## config.mk

```make
export PLATFORM = sky130hd
export DESIGN_NAME = multicycle_controller_flat
export DESIGN_NICKNAME = d
export VERILOG_FILES = /design/src/rtl/multicycle_controller_pkg.sv /design/src/rtl/multicycle_controller_if.sv /design/src/rtl/multicycle_controller_alu_decoder.sv /design/src/rtl/multicycle_controller.sv /design/src/flat_wrapper.sv
export SDC_FILE = /design/constraint.sdc
export NUM_CORES = 1
export LEC_CHECK = 0
export ABC_AREA = 0
export CAP_MARGIN = 20
export CORE_MARGIN = 5
export CORE_UTILIZATION = 37
export CTS_BUF_LIST = sky130_fd_sc_hd__clkbuf_4
export DETAILED_ROUTE_END_ITERATION = 10
export GPL_TIMING_DRIVEN = 0
export PLACE_DENSITY = 0.78
export SYNTH_ARGS = -nofsm -noshare
export SYNTH_HDL_FRONTEND = slang
export SYNTH_SLANG_ARGS = --single-unit
```

## constraint.sdc

```tcl
create_clock -name clk -period 1.8 [get_ports clk]
set_clock_uncertainty 0.1 [all_clocks]
set_input_delay 0.18 -clock clk [delete_from_list [all_inputs] [get_ports clk]]
set_output_delay 0.18 -clock clk [all_outputs]
set_load 0.05 [all_outputs]
```

## src/rtl/multicycle_controller_pkg.sv

```systemverilog
`default_nettype none
// +------------------------------------------------------------------+
// | Package : riscv_ctrl_pkg                                         |
// | Opcodes, datapath select encodings and FSM states for the        |
// | multicycle RISC-V controller.                                    |
// | Revision: 1.0                                                    |
// +------------------------------------------------------------------+
package riscv_ctrl_pkg;

    localparam logic [6:0] OP_LW  = 7'b0000011;
    localparam logic [6:0] OP_SW  = 7'b0100011;
    localparam logic [6:0] OP_R   = 7'b0110011;
    localparam logic [6:0] OP_I   = 7'b0010011;
    localparam logic [6:0] OP_BEQ = 7'b1100011;
    localparam logic [6:0] OP_JAL = 7'b1101111;

    localparam logic [2:0] ALU_ADD = 3'b000;
    localparam logic [2:0] ALU_SUB = 3'b001;
    localparam logic [2:0] ALU_AND = 3'b010;
    localparam logic [2:0] ALU_OR  = 3'b011;
    localparam logic [2:0] ALU_SLT = 3'b101;

    localparam logic [1:0] ALUOP_ADD   = 2'b00;
    localparam logic [1:0] ALUOP_SUB   = 2'b01;
    localparam logic [1:0] ALUOP_FUNCT = 2'b10;

    localparam logic [1:0] RES_ALUOUT    = 2'b00;
    localparam logic [1:0] RES_DATA      = 2'b01;
    localparam logic [1:0] RES_ALURESULT = 2'b10;

    localparam logic [1:0] SRCA_PC    = 2'b00;
    localparam logic [1:0] SRCA_OLDPC = 2'b01;
    localparam logic [1:0] SRCA_RD1   = 2'b10;

    localparam logic [1:0] SRCB_RD2  = 2'b00;
    localparam logic [1:0] SRCB_IMM  = 2'b01;
    localparam logic [1:0] SRCB_FOUR = 2'b10;

    localparam logic [1:0] IMM_I = 2'b00;
    localparam logic [1:0] IMM_S = 2'b01;
    localparam logic [1:0] IMM_B = 2'b10;
    localparam logic [1:0] IMM_J = 2'b11;

    localparam logic [3:0] FETCH    = 4'd0;
    localparam logic [3:0] DECODE   = 4'd1;
    localparam logic [3:0] MEMADR   = 4'd2;
    localparam logic [3:0] MEMREAD  = 4'd3;
    localparam logic [3:0] MEMWB    = 4'd4;
    localparam logic [3:0] MEMWRITE = 4'd5;
    localparam logic [3:0] EXECR    = 4'd6;
    localparam logic [3:0] EXECI    = 4'd7;
    localparam logic [3:0] ALUWB    = 4'd8;
    localparam logic [3:0] BEQ      = 4'd9;
    localparam logic [3:0] JAL      = 4'd10;

    function automatic logic [1:0] imm_src_of(input logic [6:0] op);
        case (op)
            OP_SW:   return IMM_S;
            OP_BEQ:  return IMM_B;
            OP_JAL:  return IMM_J;
            default: return IMM_I;
        endcase
    endfunction

endpackage
`default_nettype wire

```

## src/rtl/multicycle_controller_if.sv

```systemverilog
`default_nettype none
// +------------------------------------------------------------------+
// | Interface : multicycle_controller_if                             |
// | Instruction fields, flags and control lines between controller   |
// | (master) and datapath/memory (slave).                            |
// | Revision: 1.0                                                    |
// +------------------------------------------------------------------+
interface multicycle_controller_if;
    logic [6:0] op;
    logic [2:0] funct3;
    logic       funct7b5;
    logic       Zero;
    logic       MemReady;
    logic       PCWrite;
    logic       AdrSrc;
    logic       MemWrite;
    logic       IRWrite;
    logic [1:0] ResultSrc;
    logic [1:0] ALUSrcA;
    logic [1:0] ALUSrcB;
    logic       RegWrite;
    logic [1:0] ImmSrc;
    logic [2:0] ALUControl;
    logic       IllegalInstr;

    modport master (
        input  op, funct3, funct7b5, Zero, MemReady,
        output PCWrite, AdrSrc, MemWrite, IRWrite, ResultSrc, ALUSrcA,
               ALUSrcB, RegWrite, ImmSrc, ALUControl, IllegalInstr
    );

    modport slave (
        output op, funct3, funct7b5, Zero, MemReady,
        input  PCWrite, AdrSrc, MemWrite, IRWrite, ResultSrc, ALUSrcA,
               ALUSrcB, RegWrite, ImmSrc, ALUControl, IllegalInstr
    );
endinterface
`default_nettype wire

```

## src/rtl/multicycle_controller_alu_decoder.sv

```systemverilog
`default_nettype none
// +------------------------------------------------------------------+
// | Module  : alu_decoder                                            |
// | Maps ALUOp, funct3, op[5] and funct7b5 to ALUControl.            |
// | Revision: 1.0                                                    |
// +------------------------------------------------------------------+
module alu_decoder
    import riscv_ctrl_pkg::*;
(
    input  wire logic [1:0] alu_op,
    input  wire logic [2:0] funct3,
    input  wire logic       op5,
    input  wire logic       funct7b5,
    output logic      [2:0] alu_control
);
    always_comb begin
        alu_control = ALU_ADD;
        case (alu_op)
            ALUOP_SUB: alu_control = ALU_SUB;
            ALUOP_FUNCT: begin
                case (funct3)
                    // Only R-type encodes sub; I-type funct7 bits are immediate bits.
                    3'b000:  alu_control = (op5 & funct7b5) ? ALU_SUB : ALU_ADD;
                    3'b010:  alu_control = ALU_SLT;
                    3'b110:  alu_control = ALU_OR;
                    3'b111:  alu_control = ALU_AND;
                    default: alu_control = ALU_ADD;
                endcase
            end
            default: alu_control = ALU_ADD;
        endcase
    end
endmodule
`default_nettype wire

```

## src/rtl/multicycle_controller.sv

```systemverilog
`default_nettype none
// +------------------------------------------------------------------+
// | Module  : multicycle_controller                                  |
// | Sequencing FSM for a multicycle RISC-V core (lw/sw/R/I/beq/jal). |
// | Optional perf counters: define MULTICYCLE_CTRL_PERF_EN.          |
// | Revision: 1.0                                                    |
// +------------------------------------------------------------------+
module multicycle_controller
    import riscv_ctrl_pkg::*;
#(
    parameter logic [3:0] RESET_STATE = FETCH,
    parameter int         XLEN        = 32
)(
    input  wire logic                 clk,
    input  wire logic                 reset,
    multicycle_controller_if.master   bus
`ifdef MULTICYCLE_CTRL_PERF_EN
    ,
    output logic [XLEN-1:0]           instret,
    output logic [XLEN-1:0]           stall_cycles
`endif
);
    logic [3:0] r_state;
    logic [3:0] w_next;
    logic       w_pc_update;
    logic       w_branch;
    logic       w_adr_src;
    logic       w_mem_write;
    logic       w_ir_write;
    logic [1:0] w_result_src;
    logic [1:0] w_src_a;
    logic [1:0] w_src_b;
    logic       w_reg_write;
    logic [1:0] w_alu_op;
    logic       w_illegal;
    logic [2:0] w_alu_control;

    always_comb begin
        w_next       = FETCH;
        w_pc_update  = 1'b0;
        w_branch     = 1'b0;
        w_adr_src    = 1'b0;
        w_mem_write  = 1'b0;
        w_ir_write   = 1'b0;
        w_result_src = RES_ALUOUT;
        w_src_a      = SRCA_PC;
        w_src_b      = SRCB_RD2;
        w_reg_write  = 1'b0;
        w_alu_op     = ALUOP_ADD;
        w_illegal    = 1'b0;
        case (r_state)
            FETCH: begin
                w_src_b      = SRCB_FOUR;
                w_result_src = RES_ALURESULT;
                w_ir_write   = bus.MemReady;
                w_pc_update  = bus.MemReady;
                w_next       = bus.MemReady ? DECODE : FETCH;
            end
            DECODE: begin
                // ALU precomputes the branch target OldPC + imm into ALUOut.
                w_src_a = SRCA_OLDPC;
                w_src_b = SRCB_IMM;
                case (bus.op)
                    OP_LW, OP_SW: w_next = MEMADR;
                    OP_R:         w_next = EXECR;
                    OP_I:         w_next = EXECI;
                    OP_BEQ:       w_next = BEQ;
                    OP_JAL:       w_next = JAL;
                    default: begin
                        w_illegal = 1'b1;
                        w_next    = FETCH;
                    end
                endcase
            end
            MEMADR: begin
                w_src_a = SRCA_RD1;
                w_src_b = SRCB_IMM;
                w_next  = bus.op[5] ? MEMWRITE : MEMREAD;
            end
            MEMREAD: begin
                w_adr_src = 1'b1;
                w_next    = bus.MemReady ? MEMWB : MEMREAD;
            end
            MEMWB: begin
                w_result_src = RES_DATA;
                w_reg_write  = 1'b1;
            end
            MEMWRITE: begin
                w_adr_src   = 1'b1;
                w_mem_write = 1'b1;
                w_next      = bus.MemReady ? FETCH : MEMWRITE;
            end
            EXECR: begin
                w_src_a  = SRCA_RD1;
                w_alu_op = ALUOP_FUNCT;
                w_next   = ALUWB;
            end
            EXECI: begin
                w_src_a  = SRCA_RD1;
                w_src_b  = SRCB_IMM;
                w_alu_op = ALUOP_FUNCT;
                w_next   = ALUWB;
            end
            ALUWB: w_reg_write = 1'b1;
            BEQ: begin
                w_src_a  = SRCA_RD1;
                w_alu_op = ALUOP_SUB;
                w_branch = 1'b1;
            end
            JAL: begin
                w_src_a     = SRCA_OLDPC;
                w_src_b     = SRCB_FOUR;
                w_pc_update = 1'b1;
                w_next      = ALUWB;
            end
            default: w_next = FETCH;
        endcase
    end

    alu_decoder u_alu_decoder (
        .alu_op      (w_alu_op),
        .funct3      (bus.funct3),
        .op5         (bus.op[5]),
        .funct7b5    (bus.funct7b5),
        .alu_control (w_alu_control)
    );

    always_ff @(posedge clk) begin
        if (reset) r_state <= RESET_STATE;
        else       r_state <= w_next;
    end

    // Reset masks every output so an aborted instruction cannot write.
    always_comb begin
        bus.PCWrite      = ~reset & (w_pc_update | (w_branch & bus.Zero));
        bus.AdrSrc       = ~reset & w_adr_src;
        bus.MemWrite     = ~reset & w_mem_write;
        bus.IRWrite      = ~reset & w_ir_write;
        bus.ResultSrc    = reset ? 2'b00 : w_result_src;
        bus.ALUSrcA      = reset ? 2'b00 : w_src_a;
        bus.ALUSrcB      = reset ? 2'b00 : w_src_b;
        bus.RegWrite     = ~reset & w_reg_write;
        bus.ImmSrc       = reset ? 2'b00 : imm_src_of(bus.op);
        bus.ALUControl   = reset ? 3'b000 : w_alu_control;
        bus.IllegalInstr = ~reset & w_illegal;
    end

`ifdef MULTICYCLE_CTRL_PERF_EN
    logic w_retire;
    logic w_stall;

    assign w_retire = ((r_state == MEMWB) || (r_state == MEMWRITE) ||
                       (r_state == ALUWB) || (r_state == BEQ)) && (w_next == FETCH);
    assign w_stall  = ((r_state == FETCH) || (r_state == MEMREAD) ||
                       (r_state == MEMWRITE)) && !bus.MemReady;

    always_ff @(posedge clk) begin
        if (reset) begin
            instret      <= '0;
            stall_cycles <= '0;
        end else begin
            if (w_retire) instret      <= instret + {{(XLEN-1){1'b0}}, 1'b1};
            if (w_stall)  stall_cycles <= stall_cycles + {{(XLEN-1){1'b0}}, 1'b1};
        end
    end
`endif

endmodule
`default_nettype wire

```

## src/flat_wrapper.sv

```systemverilog
// flat-port wrapper written by rule: the top's interface ports become plain ports
module multicycle_controller_flat import riscv_ctrl_pkg::*;
#(
    parameter logic [3:0] RESET_STATE = FETCH,
    parameter int         XLEN        = 32
)
  (clk, reset, bus_op, bus_funct3, bus_funct7b5, bus_Zero, bus_MemReady, bus_PCWrite, bus_AdrSrc, bus_MemWrite, bus_IRWrite, bus_ResultSrc, bus_ALUSrcA, bus_ALUSrcB, bus_RegWrite, bus_ImmSrc, bus_ALUControl, bus_IllegalInstr);
  multicycle_controller_if bus_i ();
  input  wire logic clk;
  input  wire logic reset;
  input wire logic [$bits(bus_i.op)-1:0] bus_op;
  input wire logic [$bits(bus_i.funct3)-1:0] bus_funct3;
  input wire logic [$bits(bus_i.funct7b5)-1:0] bus_funct7b5;
  input wire logic [$bits(bus_i.Zero)-1:0] bus_Zero;
  input wire logic [$bits(bus_i.MemReady)-1:0] bus_MemReady;
  output wire logic [$bits(bus_i.PCWrite)-1:0] bus_PCWrite;
  output wire logic [$bits(bus_i.AdrSrc)-1:0] bus_AdrSrc;
  output wire logic [$bits(bus_i.MemWrite)-1:0] bus_MemWrite;
  output wire logic [$bits(bus_i.IRWrite)-1:0] bus_IRWrite;
  output wire logic [$bits(bus_i.ResultSrc)-1:0] bus_ResultSrc;
  output wire logic [$bits(bus_i.ALUSrcA)-1:0] bus_ALUSrcA;
  output wire logic [$bits(bus_i.ALUSrcB)-1:0] bus_ALUSrcB;
  output wire logic [$bits(bus_i.RegWrite)-1:0] bus_RegWrite;
  output wire logic [$bits(bus_i.ImmSrc)-1:0] bus_ImmSrc;
  output wire logic [$bits(bus_i.ALUControl)-1:0] bus_ALUControl;
  output wire logic [$bits(bus_i.IllegalInstr)-1:0] bus_IllegalInstr;
  assign bus_i.op = bus_op;
  assign bus_i.funct3 = bus_funct3;
  assign bus_i.funct7b5 = bus_funct7b5;
  assign bus_i.Zero = bus_Zero;
  assign bus_i.MemReady = bus_MemReady;
  assign bus_PCWrite = bus_i.PCWrite;
  assign bus_AdrSrc = bus_i.AdrSrc;
  assign bus_MemWrite = bus_i.MemWrite;
  assign bus_IRWrite = bus_i.IRWrite;
  assign bus_ResultSrc = bus_i.ResultSrc;
  assign bus_ALUSrcA = bus_i.ALUSrcA;
  assign bus_ALUSrcB = bus_i.ALUSrcB;
  assign bus_RegWrite = bus_i.RegWrite;
  assign bus_ImmSrc = bus_i.ImmSrc;
  assign bus_ALUControl = bus_i.ALUControl;
  assign bus_IllegalInstr = bus_i.IllegalInstr;
  multicycle_controller #(.RESET_STATE(RESET_STATE), .XLEN(XLEN)) u_core (.clk(clk), .reset(reset), .bus(bus_i));
endmodule
```

# Word level (Yosys, flattened, before mapping)
# Index checks and enable logic that the tools add are counted.
[totals]
inputBits = 15
output_inout_bits = 17
ff_bits = 4
elab_cells = 71
[op_classes]
n_mux = 27
bitwise_logic = 10
n_eq_ne = 21
reduce_logical = 12
[ops]
columns = ["op", "count"]
rows = [
  ["4-bit case mux with 6 select lines", 1],
  ["4-bit case mux with 5 select lines", 1],
  ["4-bit by 3-bit equality test with 1-bit output (second input constant)", 4],
  ["2-bit case mux with 2 select lines", 4],
  ["7-bit by 6-bit equality test with 1-bit output (second input constant)", 2],
  ["7-bit equality test (second input constant)", 2],
  ["4-bit equality test (second input constant)", 3],
  ["3-bit 2-to-1 mux", 4],
  ["3-bit case mux with 4 select lines", 1],
  ["2-bit OR reduction", 6],
  ["1-bit 2-to-1 mux", 9],
  ["1-bit AND", 8],
  ["4-bit by 2-bit equality test with 1-bit output (second input constant)", 2],
  ["2-bit 2-to-1 mux", 4],
  ["7-bit by 2-bit equality test with 1-bit output (second input constant)", 1],
  ["7-bit by 5-bit equality test with 1-bit output (second input constant)", 1],
  ["3-bit equality test (second input constant)", 2],
  ["2-bit case mux with 3 select lines", 1],
  ["3-bit case mux with 2 select lines", 1],
  ["3-bit OR reduction", 2],
  ["6-bit OR reduction", 1],
  ["4-bit by 1-bit equality test with 1-bit output (second input constant)", 1],
  ["4-bit logical NOT", 1],
  ["4-bit OR reduction", 1],
  ["7 further kinds", 7],
]

# Longest topological paths before layout
# Gate-level depths: netlist (run 1).
[logic_depth]
depth_word = 6
depth_mapped = 8
depth_no_buf = 7

# Hierarchy
# From an unflattened synthesis (run 1), not the netlist that was laid out.
[unflattened]
hier_cells = 94
area_unflattened_um2 = 676.9
[modules_own_cells]
columns = ["module", "cells_each", "area_each_um2", "instances"]
rows = [
  ["multicycle_controller", 83, 580.6, 1],
  ["alu_decoder", 11, 96.3, 1],
]

# Worst setup path after synthesis (run 1)
# Ideal clock, no wire load.
[synth_timing]
path_kind = "register to output"
from = "register u_core.r_state[2]"
to = "output port bus_IllegalInstr"
arrival_time_ns = 2.461
stages_incl_launch_ff = 4
required_time_ns = 1.520
path_buffers = 1
setup_slack_ns = -0.941
path_cell_list = "dfxtp_1 -> buf_6 -> or4b_4 -> nor4_1"
[synth_between]
elab_chain_len = 3
[synth_lines]
columns = ["item", "line", "text"]
rows = [
  ["start, declared", "multicycle_controller.sv:23", "logic [3:0] r_state;"],
  ["start signal, assigned", "multicycle_controller.sv:130", "else r_state <= w_next;"],
  ["4-bit by 1-bit equality test with 1-bit output", "multicycle_controller.sv:51", "case (r_state)"],
  ["1-bit 2-to-1 mux", "multicycle_controller.sv:51", ""],
  ["1-bit AND", "multicycle_controller.sv:145", "bus.IllegalInstr = ~reset & w_illegal;"],
  ["end, declared", "flat_wrapper.sv:26", "output wire logic [$bits(bus_i.IllegalInstr)-1:0] bus_IllegalInstr;"],
]
# No other way between the ends.

# Final worst setup path (run 1)
[layout_timing]
from = "register u_core.r_state[1]"
to = "output port bus_ALUControl[2]"
[layout_between]
elab_chain_len = 6
word_cells_on_any_way = 9
[layout_lines]
columns = ["item", "line", "text"]
rows = [
  ["4-bit by 3-bit equality test with 1-bit output", "multicycle_controller.sv:51", ""],
  ["2-bit OR reduction (no line)", "-", ""],
  ["2-bit case mux with 2 select lines *", "multicycle_controller.sv:51", ""],
  ["2-bit equality test / 2-bit by 1-bit equality test with 1-bit output (equally long branches)", "multicycle_controller_alu_decoder.sv:18", "case (alu_op)"],
  ["3-bit case mux with 2 select lines *", "multicycle_controller_alu_decoder.sv:18", ""],
  ["3-bit 2-to-1 mux *", "multicycle_controller.sv:144", "bus.ALUControl = reset ? 3'b000 : w_alu_control;"],
  ["end, declared", "flat_wrapper.sv:25", "output wire logic [$bits(bus_i.ALUControl)-1:0] bus_ALUControl;"],
]
# Mark *: on every way between the ends. The rest lies on a longest branch, timed or not.

==> results of run 1 <==
per-layer routing:
| layer | up-vias | part of all wire |
|---|---|---|
| li1 | 451 | - |
| met1 | 428 | 0.42 |
| met2 | 34 | 0.52 |
| met3 | 0 | 0.061 |
| met4 | 0 | 0 |
| met5 | - | 0 |
area by class of cell:
cell class / count / area (um^2) / area share
buffer: 6 / 85.1 / 0.0646
clock buffer: 3 / 22.5 / 0.0171
inverter: 5 / 31.3 / 0.0238
multi-input combinational: 81 / 653 / 0.496
sequential: 4 / 86.3 / 0.0656
tap: 17 / 21.3 / 0.0162
timing repair buffer: 47 / 417 / 0.317
cell usage after synthesis (3+ instances only):
cell                       count  area, um^2
sky130_fd_sc_hd__a21o_1        3        22.5
sky130_fd_sc_hd__nor2_1       10        37.5
sky130_fd_sc_hd__nor3_1       10        50.1
sky130_fd_sc_hd__inv_1         4        15.0
sky130_fd_sc_hd__a21oi_1       6        30.0
sky130_fd_sc_hd__and3_1        3        18.8
sky130_fd_sc_hd__o21ai_0       4        20.0
sky130_fd_sc_hd__nor4_1        4        25.0
sky130_fd_sc_hd__nand2_1       7        26.3
sky130_fd_sc_hd__and2_1        4        25.0
sky130_fd_sc_hd__nand2b_1      3        18.8
sky130_fd_sc_hd__clkbuf_1      4        15.0
sky130_fd_sc_hd__dfxtp_1       4        80.1
worst max path at each step:
| stage | cells past startpoint | from | endpoint | slack, ns |
|---|---|---|---|---|
| after floorplan | 3 | u_core.r_state[2]$_SDFF_PP0_ | bus_IllegalInstr | -0.37 |
| after global placement | 8 | u_core.r_state[0]$_SDFF_PP0_ | bus_ALUControl[2] | -0.80 |
| after detailed placement | 7 | u_core.r_state[1]$_SDFF_PP0_ | bus_ALUControl[2] | -0.86 |
| after CTS | 7 | u_core.r_state[2]$_SDFF_PP0_ | bus_ALUControl[2] | -0.20 |
| after global routing | 7 | u_core.r_state[1]$_SDFF_PP0_ | bus_ALUControl[2] | -0.27 |
| final | 7 | u_core.r_state[1]$_SDFF_PP0_ | bus_ALUControl[2] | -0.22 |
logic make-up (layout without fill, tap and decap cells):
logic type	Yosys count	count (layout)	share of synthesized area
buf+inv	11	61	0.0781
compound gates	20	20	0.197
xor+xnor	3	3	0.0410
fa+ha+maj	2	2	0.0391
mux	3	3	0.0488
simple gates	53	53	0.471
flops	4	4	0.125
tightest hold or removal path: stages:
cell and delay, ns:
sky130_fd_sc_hd__dlymetal6s2s_1 0.15, sky130_fd_sc_hd__nand3_1 0.08, sky130_fd_sc_hd__a21oi_1 0.06
metrics by stage:
step / TNS [ns] / setup slack, ns / std cells
floorplan: -0.538 / -0.369 / 96
global placement: -10.38 / -0.803 / 144
detailed placement: -10.70 / -0.857 / 144
CTS: -0.465 / -0.200 / 155
global route: -1.02 / -0.272 / 163
finish: -0.550 / -0.219 / 163
power by group:
| part | internal, mW | switching [mW] |
|---|---|---|
| logic | 0.0831 | 0.102 |
| registers | 0.0897 | 0.00115 |
| clock network | 0.0743 | 0.0331 |
| total | 0.247 | 0.136 |
timing repair:
action                     in CTS  in global routing
setup endpoints to repair      17                 15
pin swaps                       7                  5
setup buffers                   8                  8
resized for setup             122                 20
==> run summary, run 1 <==
SETUP PATH
--------------------------------------------------------------------------------------------------
R2R cell count                                                                                   6
CP Class                                                                                reg -> out
Reg-to-reg critical path endpoint                                                     u_core.r_state[1]$_SDFF_PP0_
CP required                                                                                1.52 ns
Flop-to-flop setup slack                                                                   0.19 ns
Cell family contributing the most delay on the critical path                          simple AND/OR/NAND/NOR gates
Slowest cell on crit path                                                             sky130_fd_sc_hd__dfxtp_4
Crit path arrival time                                                                     1.74 ns
Buffers & Inverters on Critical Path                                                             2
Crit Reg-Reg Startpoint                                                               u_core.r_state[2]$_SDFF_PP0_
Critical path's largest stage delay                                                        0.36 ns
Largest driver fanout on the critical path                                                       6
Cells traversed along the worst timing path                                           buf_8 > nor2_4 > nand3b_1 > ha_4 > nor2_4 > and4b_2 > buf_8
Sort of element at the start of the critical path                                             flop
Endpoint class of the critical path                                                     output pin

GLOBAL ROUTING
--------------------------------------------------------------------------------------------------
Met3 usage                                                                                  0.0344
Layer carrying the most global-route usage                                                    met2
Global-route met2 utilization                                                                0.331
Overflow left after global routing                                                               0
Pin count of the biggest net entering global routing                                            11
Number of antenna violations at the first check in global routing                                0
GRT Total Usage                                                                              0.173
Wire length of the first global-routing pass                                               3560 um
Fraction of met1 tracks used by global routing                                               0.185
Vias in the first global route                                                                 835

CELLS AND AREA
--------------------------------------------------------------------------------------------------
Register bank with the most flops                                                     u_core.r_state
Inserted Diodes                                                                                  0
Most common cell after layout, fill and taps aside                                    sky130_fd_sc_hd__buf_4
Regs by FF count                                                                      u_core.r_state x4
Core occupancy in the finished layout                                                        0.779
Final-layout fill cell count                                                                   111
Number of flip-flops under the largest register name                                             4
Most frequent cells in the layout                                                     sky130_fd_sc_hd__buf_4, sky130_fd_sc_hd__clkdlybuf4s50_1, sky130_fd_sc_hd__nand2_1, sky130_fd_sc_hd__nor2_1
Nets                                                                                           165
Layout overhead on the synthesized area                                                       105%
Share of layout cells above drive strength 1                                                 0.493
Design area                                                                              1320 um^2

PLACEMENT
--------------------------------------------------------------------------------------------------
Port buffer count                                                                               31
GP Congestion                                                                                0.840
Detailed placer's ending HPWL                                                              1520 um
Post-Place Cell Area                                                                     1060 um^2

PWR
--------------------------------------------------------------------------------------------------
Total power per unit cell area                                                         291 nW/um^2
Peak supply drop                                                                        0.000319 V
Leakage dissipation                                                                       0.610 nW
Final Power                                                                                 384 uW

WORST HOLD PATH
--------------------------------------------------------------------------------------------------
Launch instance of the worst min-delay path                                              bus_op[4]
Instance count along the most critical hold path                                                 3
Hold endpoint                                                                         u_core.r_state[2]$_SDFF_PP0_
Worst hold-check path type                                                               in -> reg

TIMING
--------------------------------------------------------------------------------------------------
Final worst slack                                                                        -0.219 ns
Maximum frequency from static timing analysis                                              495 MHz
Shortest period the worst path allows                                                      2.02 ns
Final period util                                                                             1.12
Final count of hold timing violations                                                            0
Hold slack final                                                                          0.203 ns
Transition at the pin with the smallest max-transition slack                              0.304 ns
Final setup violation count                                                                      5
RSZ-0062 raised after global routing                                                          true
Pins Over Slew Limit                                                                             0
Worst slew margin relative to its limit                                                      0.796

FLOORPLANNING
--------------------------------------------------------------------------------------------------
Floorplan die area                                                                       2660 um^2
Area inside the core boundary                                                            1690 um^2
Row cnt                                                                                         15
Die Span X                                                                                 51.6 um
IO Count                                                                                        32
Die height                                                                                 51.6 um
Initial standard-cell utilization of the core                                                0.379

ROUTE
--------------------------------------------------------------------------------------------------
Final wirelength                                                                           2340 um
First-iteration detailed-routing DRC count                                                      16
DRC violation count after routing                                                                0
ANT nets after route                                                                             0
Detailed-routing iteration count for the pre-antenna-repair pass                                 4
Via Count                                                                                      913
Average wire per cell in the routed design                                                 14.4 um
Avg Vias per Cell                                                                             5.60

YOSYS
--------------------------------------------------------------------------------------------------
Share of synthesized area occupied by flip-flops and latches                                 0.125
Async set-or-reset flop fraction in the synthesized netlist                                      0
FF+latch count, synth                                                                            4
Mean instance size in the synthesized netlist                                            6.67 um^2
Number of cells produced by synthesis                                                           96
Dominant synthesized flop cell                                                        sky130_fd_sc_hd__dfxtp_1
Netlist area before placement                                                             641 um^2
Number of synthesized flops with an enable pin                                                   0
Post-Synthesis Net Count                                                                       113
Count of unique library cells instantiated by Yosys                                             34
Yosys warns                                                                                      0

CLOCKING
--------------------------------------------------------------------------------------------------
CTS Root Cell                                                                         sky130_fd_sc_hd__clkbuf_4
Bufs on Longest Clock Path                                                                       2
Clock transition time at the flip-flop clock pins of the worst setup and hold paths        0.04 ns
Hold buffers post-CTS                                                                            0
H-tree lvl count                                                                                 1
TritonCTS Buffers                                                                                3
CTS tree                                                                                       yes
Number of clock sinks seen by CTS                                                                4
Clock network latency to the later pin of the worst-skew pair                              0.23 ns

RUN
--------------------------------------------------------------------------------------------------
Count of max-cap constraint violations                                                           0

STATUS
--------------------------------------------------------------------------------------------------
Violations in the final reports                                                       setup timing
Outcome                                                                               finished with violations

Note: power is estimated with default switching activity, not from simulation.
==> run 2, diff against run 1 <==
--- a/config.mk
+++ b/config.mk
@@ -7,12 +7,11 @@
 export LEC_CHECK = 0
 export ABC_AREA = 0
 export CAP_MARGIN = 20
-export CORE_MARGIN = 5
 export CORE_UTILIZATION = 37
 export CTS_BUF_LIST = sky130_fd_sc_hd__clkbuf_4
 export DETAILED_ROUTE_END_ITERATION = 10
 export GPL_TIMING_DRIVEN = 0
-export PLACE_DENSITY = 0.78
+export PLACE_DENSITY_LB_ADDON = 0.15
 export SYNTH_ARGS = -nofsm -noshare
 export SYNTH_HDL_FRONTEND = slang
 export SYNTH_SLANG_ARGS = --single-unit
==> run summary, run 2 (same netlist as run 1, synthesis figures left out) <==
CELLS AND AREA
--------------------------------------------------------------------------------------------------
Multi-input gate area in the final layout                                                 712 um^2
Nets                                                                                           166
Number of flip-flops under the largest register name                                             4
Layout overhead on the synthesized area                                                       123%
Sequential Area                                                                          90.1 um^2
Regs by FF count                                                                      u_core.r_state x4
Most frequent cells in the layout                                                     sky130_fd_sc_hd__buf_4, sky130_fd_sc_hd__buf_6, sky130_fd_sc_hd__clkdlybuf4s50_1, sky130_fd_sc_hd__nand2_1
Share of layout cells above drive strength 1                                                 0.571
Register bank with the most flops                                                     u_core.r_state
Most common cell after layout, fill and taps aside                                    sky130_fd_sc_hd__buf_4
Non-filler instance count after layout                                                         163
Inserted Diodes                                                                                  0
Final-layout fill cell count                                                                    66

SETUP PATH
--------------------------------------------------------------------------------------------------
Largest driver fanout on the critical path                                                       7
Buffers & Inverters on Critical Path                                                             4
Endpoint class of the critical path                                                     output pin
Critical path's largest stage delay                                                        0.39 ns
Sort of element at the start of the critical path                                             flop
Crit-path most repeated cell                                                          sky130_fd_sc_hd__buf_4
Crit path arrival time                                                                     1.82 ns
CP Class                                                                                reg -> out
Slowest cell on crit path                                                             sky130_fd_sc_hd__nor3_1
Cell family contributing the most delay on the critical path                          buffers and inverters
Cells traversed along the worst timing path                                           buf_8 > buf_4 > buf_4 > nor3_1 > and3_1 > buf_4
CP required                                                                                1.52 ns

ROUTE
--------------------------------------------------------------------------------------------------
First-iteration detailed-routing DRC count                                                      51
ANT nets after route                                                                             0
Avg Vias per Cell                                                                             6.12
Average wire per cell in the routed design                                                 19.1 um
Final wirelength                                                                           3120 um
Detailed-routing iteration count for the pre-antenna-repair pass                                 7
DRC violation count after routing                                                                2
Via Count                                                                                      998

TIMING
--------------------------------------------------------------------------------------------------
Final period util                                                                             1.16
Final count of hold timing violations                                                            0
Maximum frequency from static timing analysis                                              477 MHz
Final worst slack                                                                        -0.296 ns
Transition at the pin with the smallest max-transition slack                              0.433 ns
RSZ-0062 raised after global routing                                                          true
Final setup violation count                                                                     10
Pins Over Slew Limit                                                                             0
Worst slew margin relative to its limit                                                      0.709
Shortest period the worst path allows                                                      2.10 ns

CLOCKING
--------------------------------------------------------------------------------------------------
Hold buffers post-CTS                                                                            0
TritonCTS Buffers                                                                                3
Number of clock sinks seen by CTS                                                                4
Clock network latency to the later pin of the worst-skew pair                              0.25 ns
Bufs on Longest Clock Path                                                                       2
H-tree lvl count                                                                                 1
CTS tree                                                                                       yes
Clock transition time at the flip-flop clock pins of the worst setup and hold paths        0.04 ns
CTS Root Cell                                                                         sky130_fd_sc_hd__clkbuf_4

FLOORPLANNING
--------------------------------------------------------------------------------------------------
Row cnt                                                                                         14
Initial standard-cell utilization of the core                                                0.411
Floorplan die area                                                                       1900 um^2
Die Span X                                                                                 43.6 um
Die height                                                                                 43.6 um
Area inside the core boundary                                                            1560 um^2
IO Count                                                                                        32

PWR
--------------------------------------------------------------------------------------------------
Total power per unit cell area                                                         282 nW/um^2
Leakage dissipation                                                                       0.631 nW
Final Power                                                                                 402 uW
Peak supply drop                                                                        0.000242 V

PLACEMENT
--------------------------------------------------------------------------------------------------
Detailed placer's ending HPWL                                                              1410 um
DP Cell Count                                                                                  143
Port buffer count                                                                               31
GP Congestion                                                                                0.810

STATUS
--------------------------------------------------------------------------------------------------
Outcome                                                                               finished with violations
Violations in the final reports                                                       DRC, setup timing

GLOBAL ROUTING
--------------------------------------------------------------------------------------------------
Overflow left after global routing                                                               0
Vias in the first global route                                                                 826
Wire length of the first global-routing pass                                               3800 um
Pin count of the biggest net entering global routing                                            11
Number of antenna violations at the first check in global routing                                0
GRT Total Usage                                                                              0.276

WORST HOLD PATH
--------------------------------------------------------------------------------------------------
Worst hold-check path type                                                               in -> reg

RUN
--------------------------------------------------------------------------------------------------
Count of max-cap constraint violations                                                           0

-- run 2: final timing paths --
path / start / endpoint / slack [ns] / cells after the start
setup / recovery: u_core.r_state[1]$_SDFF_PP0_ / bus_IRWrite / -0.30 / 6
hold / removal: bus_op[4] / u_core.r_state[2]$_SDFF_PP0_ / 0.22 / 3
setup reg to reg: u_core.r_state[3]$_SDFF_PP0_ / u_core.r_state[2]$_SDFF_PP0_ / 0.27 / 4
hold reg to reg: u_core.r_state[1]$_SDFF_PP0_ / u_core.r_state[0]$_SDFF_PP0_ / 0.62 / 4
-- run 2: layout make-up --
class                   count  area share
multi-input cells          81       0.499
repair buffers             49       0.325
flip-flops and latches      4      0.0632
plain buffers               5      0.0614
inverters                   5      0.0219
clock buffers               3      0.0158
well taps                  16      0.0140
-- run 2: worst register-to-register path, delay by kind of cell, from the launching register on --
kind            cells  cell delay (ns)
flops               1             0.35
compound gates      1             0.19
simple gates        3             0.80
-- run 2: where the power goes --
group / switching [mW] / leakage (nW) / total (mW) / internal (mW)
Combinational: 0.111 / 0.582 / 0.193 / 0.0821
Clock: 0.0441 / 0.0138 / 0.119 / 0.0751
Sequential: 0.00114 / 0.0349 / 0.0892 / 0.0881
-- run 2: metal layers --
metal,routed length [um],vias up,global-route usage
met4,132,0,0.131
li1,-,447,-
met1,1140,478,0.344
met3,232,14,0.0250
met2,1610,59,0.472
met5,0,-,0
-- run 2: metrics by stage --
stage	setup WS (ns)	utilization	hold slack, ns	area, um^2	TNS (ns)
after floorplan	-0.369	-	0.232	733	-0.538
after global placement	-0.833	0.682	0.570	1060	-10.51
after detailed placement	-0.869	0.682	0.590	1060	-10.32
after CTS	-0.207	0.808	0.514	1260	-0.458
after global routing	-0.290	0.915	0.225	1430	-1.95
final	-0.296	0.915	0.225	1430	-1.67
-- run 2: repair_timing --
item,4_1_cts,5_1_grt
resized for setup,130,38
setup endpoints to repair,17,16
setup buffers,12,6
pin swaps,8,15
==> run 3, diff against run 2 <==
--- a/config.mk
+++ b/config.mk
@@ -12,6 +12,7 @@
 export DETAILED_ROUTE_END_ITERATION = 10
 export GPL_TIMING_DRIVEN = 0
 export PLACE_DENSITY_LB_ADDON = 0.15
+export REMOVE_ABC_BUFFERS = 1
 export SYNTH_ARGS = -nofsm -noshare
 export SYNTH_HDL_FRONTEND = slang
 export SYNTH_SLANG_ARGS = --single-unit
==> run summary, run 3 (same netlist as run 1, synthesis figures left out) <==
TIMING
--------------------------------------------------------------------------------------------------
Final count of hold timing violations                                                            0
Final setup violation count                                                                      3
Transition at the pin with the smallest max-transition slack                              0.394 ns
RSZ-0062 raised after global routing                                                          true
Worst slew margin relative to its limit                                                      0.737
Shortest period the worst path allows                                                      1.89 ns
Maximum frequency from static timing analysis                                              528 MHz
Setup_tns                                                                                -0.166 ns
Final worst slack                                                                       -0.0945 ns
Final period util                                                                             1.05
Pins Over Slew Limit                                                                             0

CELLS AND AREA
--------------------------------------------------------------------------------------------------
Nets                                                                                           156
Regs by FF count                                                                      u_core.r_state x4
Design area                                                                              1170 um^2
Number of flip-flops under the largest register name                                             4
Non-filler instance count after layout                                                         153
Most frequent cells in the layout                                                     sky130_fd_sc_hd__buf_4, sky130_fd_sc_hd__clkdlybuf4s50_1, sky130_fd_sc_hd__nor2_1, sky130_fd_sc_hd__nor3_1, sky130_fd_sc_hd__buf_2
Core occupancy in the finished layout                                                        0.748
Final-layout fill cell count                                                                   121
Layout overhead on the synthesized area                                                      82.0%
Most common cell after layout, fill and taps aside                                    sky130_fd_sc_hd__buf_4
Inserted Diodes                                                                                  0
Share of layout cells above drive strength 1                                                 0.438
Register bank with the most flops                                                     u_core.r_state

GLOBAL ROUTING
--------------------------------------------------------------------------------------------------
Pin count of the biggest net entering global routing                                            16
Wire length of the first global-routing pass                                               3480 um
GRT Total Usage                                                                              0.240
Vias in the first global route                                                                 808
Overflow left after global routing                                                               0
Number of antenna violations at the first check in global routing                                0

FLOORPLANNING
--------------------------------------------------------------------------------------------------
IO Count                                                                                        32
Row cnt                                                                                         14
Floorplan die area                                                                       1900 um^2
Area inside the core boundary                                                            1560 um^2
Die height                                                                                 43.6 um
Die Span X                                                                                 43.6 um
Initial standard-cell utilization of the core                                                0.411

ROUTE
--------------------------------------------------------------------------------------------------
Detailed-routing iteration count for the pre-antenna-repair pass                                 7
ANT nets after route                                                                             0
Average wire per cell in the routed design                                                 15.5 um
Final wirelength                                                                           2370 um
Via Count                                                                                      874
DRC violation count after routing                                                                3
Avg Vias per Cell                                                                             5.71
First-iteration detailed-routing DRC count                                                      32

PWR
--------------------------------------------------------------------------------------------------
Clk network pwr share                                                                        0.295
Peak supply drop                                                                        0.000298 V
Proportion of total power due to net switching                                               0.365
Final Power                                                                                 364 uW
Part of the power in combinational logic                                                     0.460
Internal power consumption                                                                  231 uW
Total power per unit cell area                                                         312 nW/um^2
Leakage dissipation                                                                       0.541 nW
Fraction of power consumed by sequential logic                                               0.245
Psw                                                                                         133 uW

CLOCKING
--------------------------------------------------------------------------------------------------
Clock transition time at the flip-flop clock pins of the worst setup and hold paths        0.04 ns
Number of clock sinks seen by CTS                                                                4
Bufs on Longest Clock Path                                                                       2
CTS Root Cell                                                                         sky130_fd_sc_hd__clkbuf_4
Hold buffers post-CTS                                                                            0
TritonCTS Buffers                                                                                3
Clock network latency to the later pin of the worst-skew pair                              0.23 ns
H-tree lvl count                                                                                 1
CTS tree                                                                                       yes

RUN
--------------------------------------------------------------------------------------------------
Count of max-cap constraint violations                                                           0

SETUP PATH
--------------------------------------------------------------------------------------------------
Flop-to-flop setup slack                                                                   0.17 ns
Endpoint class of the critical path                                                     output pin
Largest driver fanout on the critical path                                                       3
CP required                                                                                1.52 ns
CP Class                                                                                reg -> out
Sort of element at the start of the critical path                                             flop
Crit path arrival time                                                                     1.61 ns
R2R cell count                                                                                   6

STATUS
--------------------------------------------------------------------------------------------------
Violations in the final reports                                                       DRC, setup timing
Outcome                                                                               finished with violations

WORST HOLD PATH
--------------------------------------------------------------------------------------------------
Worst hold-check path type                                                               in -> reg
Instance count along the most critical hold path                                                 3

PLACEMENT
--------------------------------------------------------------------------------------------------
Port buffer count                                                                               31
Detailed placer's ending HPWL                                                              1230 um
Post-Place Cell Area                                                                      940 um^2
GP Congestion                                                                                0.835
DP Cell Count                                                                                  137

-- run 3: worst max-delay path: stages, from the launching register on --
cell and delay (ns):
sky130_fd_sc_hd__dfxtp_4 0.36, sky130_fd_sc_hd__clkinv_4 0.06, sky130_fd_sc_hd__nor2_4 0.08, sky130_fd_sc_hd__nand3b_1 0.17, sky130_fd_sc_hd__ha_4 0.27, sky130_fd_sc_hd__nor2_4 0.08, sky130_fd_sc_hd__and4b_1 0.20, sky130_fd_sc_hd__buf_6 0.16
-- run 3: layout make-up --
class | instances | area (um^2) | area share
tap | 16 | 20.0 | 0.0172
timing repair buffer | 44 | 369 | 0.317
sequential | 4 | 95.1 | 0.0815
clock buffer | 3 | 22.5 | 0.0193
multi-input combinational | 81 | 636 | 0.545
inverter | 5 | 23.8 | 0.0204
-- run 3: worst paths after layout --
kind / start / endpoint
worst max-delay path: u_core.r_state[0]$_SDFF_PP0_ / bus_ALUControl[2]
worst max register to register: u_core.r_state[0]$_SDFF_PP0_ / u_core.r_state[2]$_SDFF_PP0_
worst min-delay path: bus_op[4] / u_core.r_state[2]$_SDFF_PP0_
worst min register to register: u_core.r_state[2]$_SDFF_PP0_ / u_core.r_state[1]$_SDFF_PP0_
-- run 3: what timing repair did --
| action | in CTS | in global routing |
|---|---|---|
| endpoints found under the hold margin | 0 | 0 |
| endpoints found under the setup margin | 17 | 16 |
| pin swaps | 5 | 6 |
| buffers inserted | 12 | 1 |
| gates resized for setup | 109 | 38 |
-- run 3: layer usage --
layer	global-route usage	vias up	wire, um
li1	-	435	-
met1	0.302	408	996
met2	0.409	26	1280
met3	0.0250	5	71
met4	0.106	0	18
met5	0	-	0
-- run 3: metrics by stage --
step           worst slack [ns]  hold slack (ns)
4_1_cts                 -0.0805            0.498
5_1_grt                  -0.164            0.240
2_1_floorplan             -1.01            0.232
3_5_place_dp              -1.20            0.666
6_report                -0.0945            0.235
3_3_place_gp              -1.23            0.665
-- run 3: power groups by stage --
stage / Sequential (mW) / Clock [mW] / Combinational [mW]
2_1_floorplan: 0.0961 / 0 / 0.0725
3_3_place_gp: 0.0976 / 0 / 0.135
3_5_place_dp: 0.0974 / 0 / 0.137
4_1_cts: 0.0887 / 0.114 / 0.151
5_1_grt: 0.0892 / 0.113 / 0.177
6_report: 0.0891 / 0.107 / 0.168
